--- src/rtl/sdram_pkg.sv ---
// Shared SDRAM definitions: BIST state encoding, status LED codes and the
// SdramCtrl address split.
package sdram_pkg;

  typedef enum logic [2:0] {
    ST_WAIT_INIT = 3'd0,
    ST_IDLE      = 3'd1,
    ST_WR_ISSUE  = 3'd2,
    ST_WR_WAIT   = 3'd3,
    ST_RD_ISSUE  = 3'd4,
    ST_RD_WAIT   = 3'd5,
    ST_DONE      = 3'd6,
    ST_TIMEOUT   = 3'd7
  } bist_state_e;

  localparam logic [7:0] LED_IDLE = 8'h00;
  localparam logic [7:0] LED_PH0  = 8'h01;
  localparam logic [7:0] LED_PH1  = 8'h02;
  localparam logic [7:0] LED_PASS = 8'h55;
  localparam logic [7:0] LED_FAIL = 8'hAA;
  localparam logic [7:0] LED_TMO  = 8'hF0;

  localparam int ROW_W = 13;
  localparam int COL_W = 9;
  localparam int BA_W  = 2;

endpackage

--- src/rtl/sdram_bist.sv ---
// SDRAM built-in self test: writes an address-derived pattern over a window,
// reads it back, then repeats with the inverted pattern and reports status.
module sdram_bist
  import sdram_pkg::*;
#(
  parameter int              ADDR_W     = 24,
  parameter int              DATA_W     = 16,
  parameter logic [ADDR_W-1:0] START_ADDR = 24'h000000,
  parameter logic [ADDR_W-1:0] END_ADDR   = 24'h0000FF,
  parameter logic [15:0]     SEED       = 16'hF055,
  parameter int              INIT_WAIT  = 25000,
  parameter int              TIMEOUT    = 1023
) (
  input  logic              clk,
  input  logic              reset_l,
  input  logic              start,
  output logic              sdram_req,
  input  logic              sdram_ack,
  output logic [ADDR_W-1:0] sdram_addr,
  output logic              sdram_rh_wl,
  output logic [DATA_W-1:0] sdram_data_w,
  input  logic [DATA_W-1:0] sdram_data_r,
  output logic              done,
  output logic              pass,
  output logic [15:0]       err_cnt,
  output logic [ADDR_W-1:0] first_err_addr,
  output logic [7:0]        led,
  output logic [2:0]        dbg_state
);

  localparam int IW_W = $clog2(INIT_WAIT);
  localparam int TO_W = $clog2(TIMEOUT + 1);

  // Handshake: sdram_req is a one-cycle pulse in an ISSUE state; addr/rh_wl/data
  // are held from that cycle until sdram_ack, which only counts in a WAIT state.
  bist_state_e       r_state, w_state_nxt;
  logic [IW_W-1:0]   r_init_cnt;
  logic [TO_W-1:0]   r_wait_cnt;
  logic [ADDR_W-1:0] r_addr, w_addr_nxt;
  logic              r_phase, w_phase_nxt;
  logic              r_rh_wl, w_rh_wl_nxt;
  logic [DATA_W-1:0] r_data_w;
  logic [15:0]       r_err_cnt;
  logic [ADDR_W-1:0] r_first_err;
  logic              w_upd;
  logic              w_end;
  logic              w_tmo;
  logic              w_mismatch;

  function automatic logic [DATA_W-1:0] pattern(input logic [ADDR_W-1:0] a, input logic ph);
    logic [DATA_W-1:0] p;
    p = a[15:0] ^ SEED;
    return ph ? ~p : p;
  endfunction

  assign w_end      = (r_addr == END_ADDR);
  assign w_tmo      = (r_wait_cnt == TO_W'(TIMEOUT));
  assign w_mismatch = (r_state == ST_RD_WAIT) && sdram_ack &&
                      (sdram_data_r != pattern(r_addr, r_phase));

  always_ff @(posedge clk or negedge reset_l) begin
    if (!reset_l) r_state <= ST_WAIT_INIT;
    else          r_state <= w_state_nxt;
  end

  always_comb begin
    w_state_nxt = r_state;
    w_upd       = 1'b0;
    w_addr_nxt  = r_addr;
    w_phase_nxt = r_phase;
    w_rh_wl_nxt = r_rh_wl;
    case (r_state)
      ST_WAIT_INIT: if (r_init_cnt == IW_W'(INIT_WAIT - 1)) w_state_nxt = ST_IDLE;
      ST_IDLE: if (start) begin
        w_state_nxt = ST_WR_ISSUE;
        w_upd       = 1'b1;
        w_addr_nxt  = START_ADDR;
        w_phase_nxt = 1'b0;
        w_rh_wl_nxt = 1'b0;
      end
      ST_WR_ISSUE: w_state_nxt = ST_WR_WAIT;
      ST_WR_WAIT: begin
        if (sdram_ack) begin
          w_upd = 1'b1;
          if (w_end) begin
            w_state_nxt = ST_RD_ISSUE;
            w_addr_nxt  = START_ADDR;
            w_rh_wl_nxt = 1'b1;
          end else begin
            w_state_nxt = ST_WR_ISSUE;
            w_addr_nxt  = r_addr + 1'b1;
          end
        end else if (w_tmo) begin
          w_state_nxt = ST_TIMEOUT;
        end
      end
      ST_RD_ISSUE: w_state_nxt = ST_RD_WAIT;
      ST_RD_WAIT: begin
        if (sdram_ack) begin
          w_upd = 1'b1;
          if (w_end && !r_phase) begin
            w_state_nxt = ST_WR_ISSUE;
            w_phase_nxt = 1'b1;
            w_addr_nxt  = START_ADDR;
            w_rh_wl_nxt = 1'b0;
          end else if (w_end) begin
            w_state_nxt = ST_DONE;
          end else begin
            w_state_nxt = ST_RD_ISSUE;
            w_addr_nxt  = r_addr + 1'b1;
          end
        end else if (w_tmo) begin
          w_state_nxt = ST_TIMEOUT;
        end
      end
      default: ;
    endcase
  end

  always_ff @(posedge clk or negedge reset_l) begin
    if (!reset_l) begin
      r_init_cnt  <= '0;
      r_wait_cnt  <= '0;
      r_addr      <= '0;
      r_phase     <= 1'b0;
      r_rh_wl     <= 1'b1;
      r_data_w    <= '0;
      r_err_cnt   <= '0;
      r_first_err <= '0;
    end else begin
      if (r_state == ST_WAIT_INIT) r_init_cnt <= r_init_cnt + 1'b1;
      if (r_state == ST_WR_WAIT || r_state == ST_RD_WAIT) r_wait_cnt <= r_wait_cnt + 1'b1;
      else                                                r_wait_cnt <= '0;
      if (w_upd) begin
        r_addr   <= w_addr_nxt;
        r_phase  <= w_phase_nxt;
        r_rh_wl  <= w_rh_wl_nxt;
        r_data_w <= pattern(w_addr_nxt, w_phase_nxt);
      end
      // A zero count means this is the first miss, so capture its address.
      if (w_mismatch) begin
        if (r_err_cnt != 16'hFFFF) r_err_cnt <= r_err_cnt + 16'd1;
        if (r_err_cnt == 16'd0)    r_first_err <= r_addr;
      end
    end
  end

  always_comb begin
    led = LED_IDLE;
    case (r_state)
      ST_WR_ISSUE, ST_WR_WAIT, ST_RD_ISSUE, ST_RD_WAIT: led = r_phase ? LED_PH1 : LED_PH0;
      ST_DONE:    led = (r_err_cnt == 16'd0) ? LED_PASS : LED_FAIL;
      ST_TIMEOUT: led = LED_TMO;
      default: ;
    endcase
  end

  assign sdram_req      = (r_state == ST_WR_ISSUE) || (r_state == ST_RD_ISSUE);
  assign sdram_addr     = r_addr;
  assign sdram_rh_wl    = r_rh_wl;
  assign sdram_data_w   = r_data_w;
  assign done           = (r_state == ST_DONE) || (r_state == ST_TIMEOUT);
  assign pass           = (r_state == ST_DONE) && (r_err_cnt == 16'd0);
  assign err_cnt        = r_err_cnt;
  assign first_err_addr = r_first_err;
  assign dbg_state      = r_state;

endmodule
--- config.mk ---
export PLATFORM = sky130hd
export DESIGN_NAME = sdram_bist
export DESIGN_NICKNAME = d
export VERILOG_FILES = /design/src/rtl/sdram_pkg.sv /design/src/rtl/sdram_bist.sv
export SDC_FILE = /design/constraint.sdc
export NUM_CORES = 1
export LEC_CHECK = 0
export BUFFER_PORTS_ARGS = -buffer_cell sky130_fd_sc_hd__buf_2
export CORE_MARGIN = 4
export CORE_UTILIZATION = 55
export DETAILED_ROUTE_END_ITERATION = 10
export HOLD_SLACK_MARGIN = 0.12
export PLACE_DENSITY = 0.8
export SKIP_LAST_GASP = 1
export SLEW_MARGIN = 30
export SYNTH_ARGS = -nofsm -noshare
export SYNTH_HDL_FRONTEND = slang
export SYNTH_SLANG_ARGS = --single-unit
--- constraint.sdc ---
create_clock -name clk -period 2.95 [get_ports clk]
set_input_delay 0 -clock clk [delete_from_list [all_inputs] [get_ports clk]]
set_output_delay 0 -clock clk [all_outputs]
set_load 0.01 [all_outputs]
* After elaboration in Yosys (flattened, before gate mapping)
Cells that the tools add are included.
Operators by class: $add $sub $neg 4, equal/unequal tests 19, mux-type cells 35, bitwise operators 4, reduce and logical (&&, ||, !) cells 19
Operators with widths (count):
- $mux W24 | 6
- $pmux W24 S3 | 1
- $mux W16 | 2
- $not A16 Y16 | 2
- $add A24 B1 Y24 const B | 1
- $eq A24 B8 Y1 const B | 1
- $pmux W8 S3 | 1
- $mux W3 | 7
- $pmux W3 S6 | 1
- $add A16 B1 Y16 const B | 1
- $logic_not A16 Y1 | 1
- $ne A16 B16 Y1 | 1
- $ne A16 B16 Y1 const B | 1
- $not A8 Y8 | 2
- $add A15 B1 Y15 const B | 1
- $eq A15 B15 Y1 const B | 1
- $eq A3 B3 Y1 const B | 4
- $add A10 B1 Y10 const B | 1
- $eq A10 B10 Y1 const B | 1
- $mux W1 | 10
- $mux W10 | 1
- $ne A2 B2 Y1 const B | 5
- $mux W8 | 1
- $reduce_and A7 Y1 | 1
- 18 further kinds | 27
Storage, ports and cells: register bits after elaboration 110, input bits 20, output and inout bits 95

* Longest topological paths before layout
depth in word-level cells 8, depth in mapped cells 13

* Least setup slack after synthesis
No wires, ideal clock.
kind reg2reg, start register r_addr[10] (netlist: sdram_addr[10]), end register r_data_w[0] (netlist: sdram_data_w[0]), library setup time 136 ps, arrival 2264 ps, required time 2814 ps, slack 550 ps, stages on the path, launching flop included 13, path buffers 3, period minus slack after synthesis 2400 ps, cells stage by stage dfrtp_1 -> clkbuf_1 -> nor4_1 -> and4_1 -> buf_2 -> nand2_1 -> buf_2 -> ha_1 -> nor2_1 -> o21ai_0 -> a22oi_1 -> xnor2_1 -> o21ai_0
On the way: cells in the longest elaborated chain, start to end 8
Ends and longest elaborated chain:
- start: declaration | RTL line sdram_bist.sv:39 | logic [ADDR_W-1:0] r_addr, w_addr_nxt;
- start signal: assignment | RTL line sdram_bist.sv:135 | r_addr <= w_addr_nxt;
- $eq A24 B8 Y1 * | RTL line sdram_bist.sv:56 | assign w_end = (r_addr == END_ADDR);
- $mux W24 or $logic_and A1 B1 Y1 (tied branches) | RTL line sdram_bist.sv:106, sdram_bist.sv:101
- $mux W24 | RTL line sdram_bist.sv:101 | if (w_end && !r_phase) begin
- $mux W24 | RTL line sdram_bist.sv:99 | if (sdram_ack) begin
- $pmux W24 S3 | RTL line sdram_bist.sv:72 | case (r_state)
- $not A8 Y8 (no line)
- $not A16 Y16 | RTL line sdram_bist.sv:53 | return ph ? ~p : p;
- $mux W16 * | RTL line sdram_bist.sv:53
- end signal: assignment | RTL line sdram_bist.sv:138 | r_data_w <= pattern(w_addr_nxt, w_phase_nxt);
- end: declaration | RTL line sdram_bist.sv:42 | logic [DATA_W-1:0] r_data_w;
Every way passes the cells marked *; elsewhere a longest branch is shown, timed or not. The select of a mux whose other input is x is not followed. A chain may end at the register's enable or synchronous reset.

* Worst setup path in the final report
start register r_addr[11] (netlist: sdram_addr[11]), end register r_data_w[0] (netlist: sdram_data_w[0])
The elaborated chain is that of the path after synthesis.

==> summary.md <==
| Metric | Value |
|---|---|
| DR vias | 5,131 |
| Library cells used by synthesis | 58 |
| Final hold vios | 0 |
| Area contributors post-synth | dfrtp_1, xor2_1, mux2_4, xnor2_1, nand2_1 |
| Slew margin rel. | 42.1% |
| Pre-CTS setup slack | 438 ps |
| Critical path's slowest cell | dfrtp_1 |
| Violation count after the first detailed-route iteration | 479 |
| GP Congestion | 0.957 |
| Async S/R FF share, synth | 100% |
| Die Span Y | 112 um |
| Worst skew pair latency | 380 ps |
| RSZ-0062 raised after global routing | no |
| Critical Path End Type | flip-flop |
| Via density | 6.02 |
| Period minus WS final | 2610 ps |
| Detailed-route DRC error count | 0 |
| Xor/xnor share of the synthesized area | 10.2% |
| Synth top area share | 46.1% |
| Total grt overflow | 0 |
| Achievable clock frequency | 384 MHz |
| First-pass DRT Iterations | 7 |
| Mapped Cells | 597 |
| Pwr Total | 0.00251 W |
| Pwr Density | 365 mW/mm^2 |
| Post-CTS resize count | 0 |
| Crit-path max FO | 9 |
| Synth warnings | 0 |
| Total global routing track utilization | 25.3% |
| Slew Viols, Final | 0 |
| Syn avg cell area | 9.92 sq um |
| Antenna Cells | 0 |
| Boundary Pins | 115 |
| Clock net sink count | 110 |
| Leakage power | 3.47 nW |
| Top FF cell, synth | dfrtp_1 |
| Share of cells above drive strength 1 | 26.8% |
| Fillcell total | 858 |
| Root Driver | clkbuf_8 |
| Sequential fraction of the synthesis area | 46.5% |
| Max VDD drop | 0.179 mV |
| Row cnt | 37 |
| Status | finished clean |
| Number of flops mapped to enable cells by yosys | 0 |
| CP Buf/Inv Count | 0 |
| Die Width | 112 um |
| Die area | 0.0125 sq mm |
| Area Overhead vs Synth | 15.9% |
| CTS Buf Count | 9 |
| First-pass GRT wire length | 25,800 um |
| Setup ws final | 344 ps |
| Post-DP HPWL | 11,400 um |
| Critical path's largest stage delay | 510 ps |
| Post-synthesis register bit count | 110 |
| Core area | 0.0104 sq mm |
| Total Nets Final | 738 |
| Final ANT Viol Nets | 0 |
| Type of origin of the critical path | flip-flop |
| MaxCap Viol Count | 0 |
| Worst Path Required | 3220 ps |
| Dpl cells | 834 |
| Arrival @ worst endpoint | 2880 ps |
| Post-Syn Area | 0.00592 sq mm |
| Final Util | 65.9% |
| Largest net degree at the start of global routing | 93 |
| Initial Util | 56.8% |
| Routed wire length per instance | 18.1 um |
| Initial antenna violation count | 0 |
| Setup-failing EPs final | 0 |
| Delay-heaviest family, CP | simple AND/OR/NAND/NOR gates |
| Multiplexer area fraction after synthesis | 6.93% |
| TritonCTS clock tree | done |
| Worst slew pin tran | 861 ps |
| WL final | 15,500 um |
| Synthesized net count | 623 |
| Final TNS setup | 0 ps |
| CTS max path bufs | 2 |
| Hold Crit Class | input port to async pin |
| Main combinational cell family by area after synthesis | simple AND/OR/NAND/NOR gates |
| H-tree depth | 3 |
| Simple-gate share of the synthesized area | 21.0% |
| Final period util | 88.3% |
| Non-Filler Instances | 853 |
| Post-Synth Adder-Cell Area | 1.27% |
| Clk slew on worst S/H paths | 110 ps |
| Leading area contributor after synthesis | dfrtp_1 |
| Vias in the first global route | 5,007 |
| Crit Path Class | flip-flop to flip-flop |
| Clock Skews | 13.5 ps |
| Crit-path cells | nor4_1, and4_1, nand2_1, ha_1, o21ai_0, o2bb2ai_1, a22oi_1, a22oi_1, xnor2_1, o21ai_0 |
| Compound-gate portion of the synthesized area | 9.49% |
| Port-buffer cells | 114 |
[flip-flops by register name, summed over array words and instances (netlist names)]
| name | flops |
|---|---|
| sdram_addr | 24 |
| sdram_data_w | 16 |
| sdram_rh_wl | 1 |
| r_init_cnt | 15 |
| first_err_addr | 24 |
| err_cnt | 16 |
| r_wait_cnt | 10 |
| dbg_state | 3 |
| r_phase | 1 |
[worst reg2reg max path: stages, from the launching register on]
cell and delay, ps:
dfrtp_1 510, nor4_1 390, and4_1 440, nand2_1 130, ha_1 210, o21ai_0 140
o2bb2ai_1 110, a22oi_1 170, a22oi_1 150, xnor2_1 180, o21ai_0 80
[area by class of cell]
type | instances | area [sq um] | share of cell area, %
clock buffer | 10 | 128 | 1.86
clock inverter | 6 | 70.1 | 1.02
inverter | 10 | 37.5 | 0.547
multi-input combinational | 438 | 2900 | 42.3
sequential | 110 | 2750 | 40.1
tap | 136 | 170 | 2.48
timing repair buffer | 143 | 802 | 11.7
[report_power, final]
group	switching (W)	internal, W	total [W]
registers	0	0.00151	0.00151
logic	0.0000509	0.0000220	0.0000729
clock network	0.000528	0.000400	0.000928
[what timing repair did]
item	in CTS	in global routing
hold buffers	3	0
hold endpoints to repair	91	0
setup buffers	0	0
[placed cells by master, fill, tap and decap left out, drive strengths merged, types with 5 or more instances in the layout]
cell	n
a221o	5
o21ai	37
dfrtp	109
mux2	28
a21oi	18
buf	140
nand2	54
nand3	33
xor2	35
and3	24
nor3	20
or3	9
inv	11
nor2	48
clkbuf	10
nor4	18
ha	6
xnor2	34
nand4	21
[logic make-up (layout without fill, tap and decap cells)]
logic type                 after synthesis  in the layout
DFF                                    110            110
buffers and inverters                   49            169
xor gates and xnor gates                69             69
muxes                                   30             30
adders and majority gates                6              6
AOI/OAI and AO/OA                       87             87
and+or+nand+nor                        246            246
[worst paths after layout]
path	from	end	slack, ps	cells past startpoint
setup / recovery	sdram_addr[11]$_DFFE_PN0P_	sdram_data_w[0]$_DFFE_PN0P_	340	10
hold / removal	reset_l	first_err_addr[18]$_DFFE_PN0P_	270	2
setup reg to reg	sdram_addr[11]$_DFFE_PN0P_	sdram_data_w[0]$_DFFE_PN0P_	340	10
hold reg to reg	r_wait_cnt[0]$_DFF_PN0_	r_wait_cnt[0]$_DFF_PN0_	470	1
max in group asynchronous	reset_l	err_cnt[3]$_DFFE_PN0P_	1980	3
min in group clk	r_wait_cnt[0]$_DFF_PN0_	r_wait_cnt[0]$_DFF_PN0_	470	1
[cells in the mapped netlist (13+ instances only)]
cell / number
nand4_1: 21
mux2_4: 20
xnor2_1: 34
nand2_1: 54
nor4_1: 18
and3_1: 24
clkbuf_1: 13
a21oi_1: 18
buf_2: 14
xor2_1: 35
nor3_1: 19
o21ai_0: 32
dfrtp_1: 109
nor2_1: 48
nand3_1: 33
[through the flow]
stage / instance area [sq um] / hold WS [ps]
after detailed placement: 6630 / 132
after CTS: 6860 / 294
after global placement: 6630 / 281
after floorplan: 5920 / -296
after global routing: 6860 / 343
final: 6860 / 270
[layer usage]
layer	vias to the layer above	global-route usage (%)	part of all wire, %
met5	-	0	0
met4	0	10.8	3.1
met3	45	4.95	8.1
met2	259	39.9	47
met1	2484	34.2	42
li1	2343	-	-
Note: power is estimated with default switching activity, not from simulation.
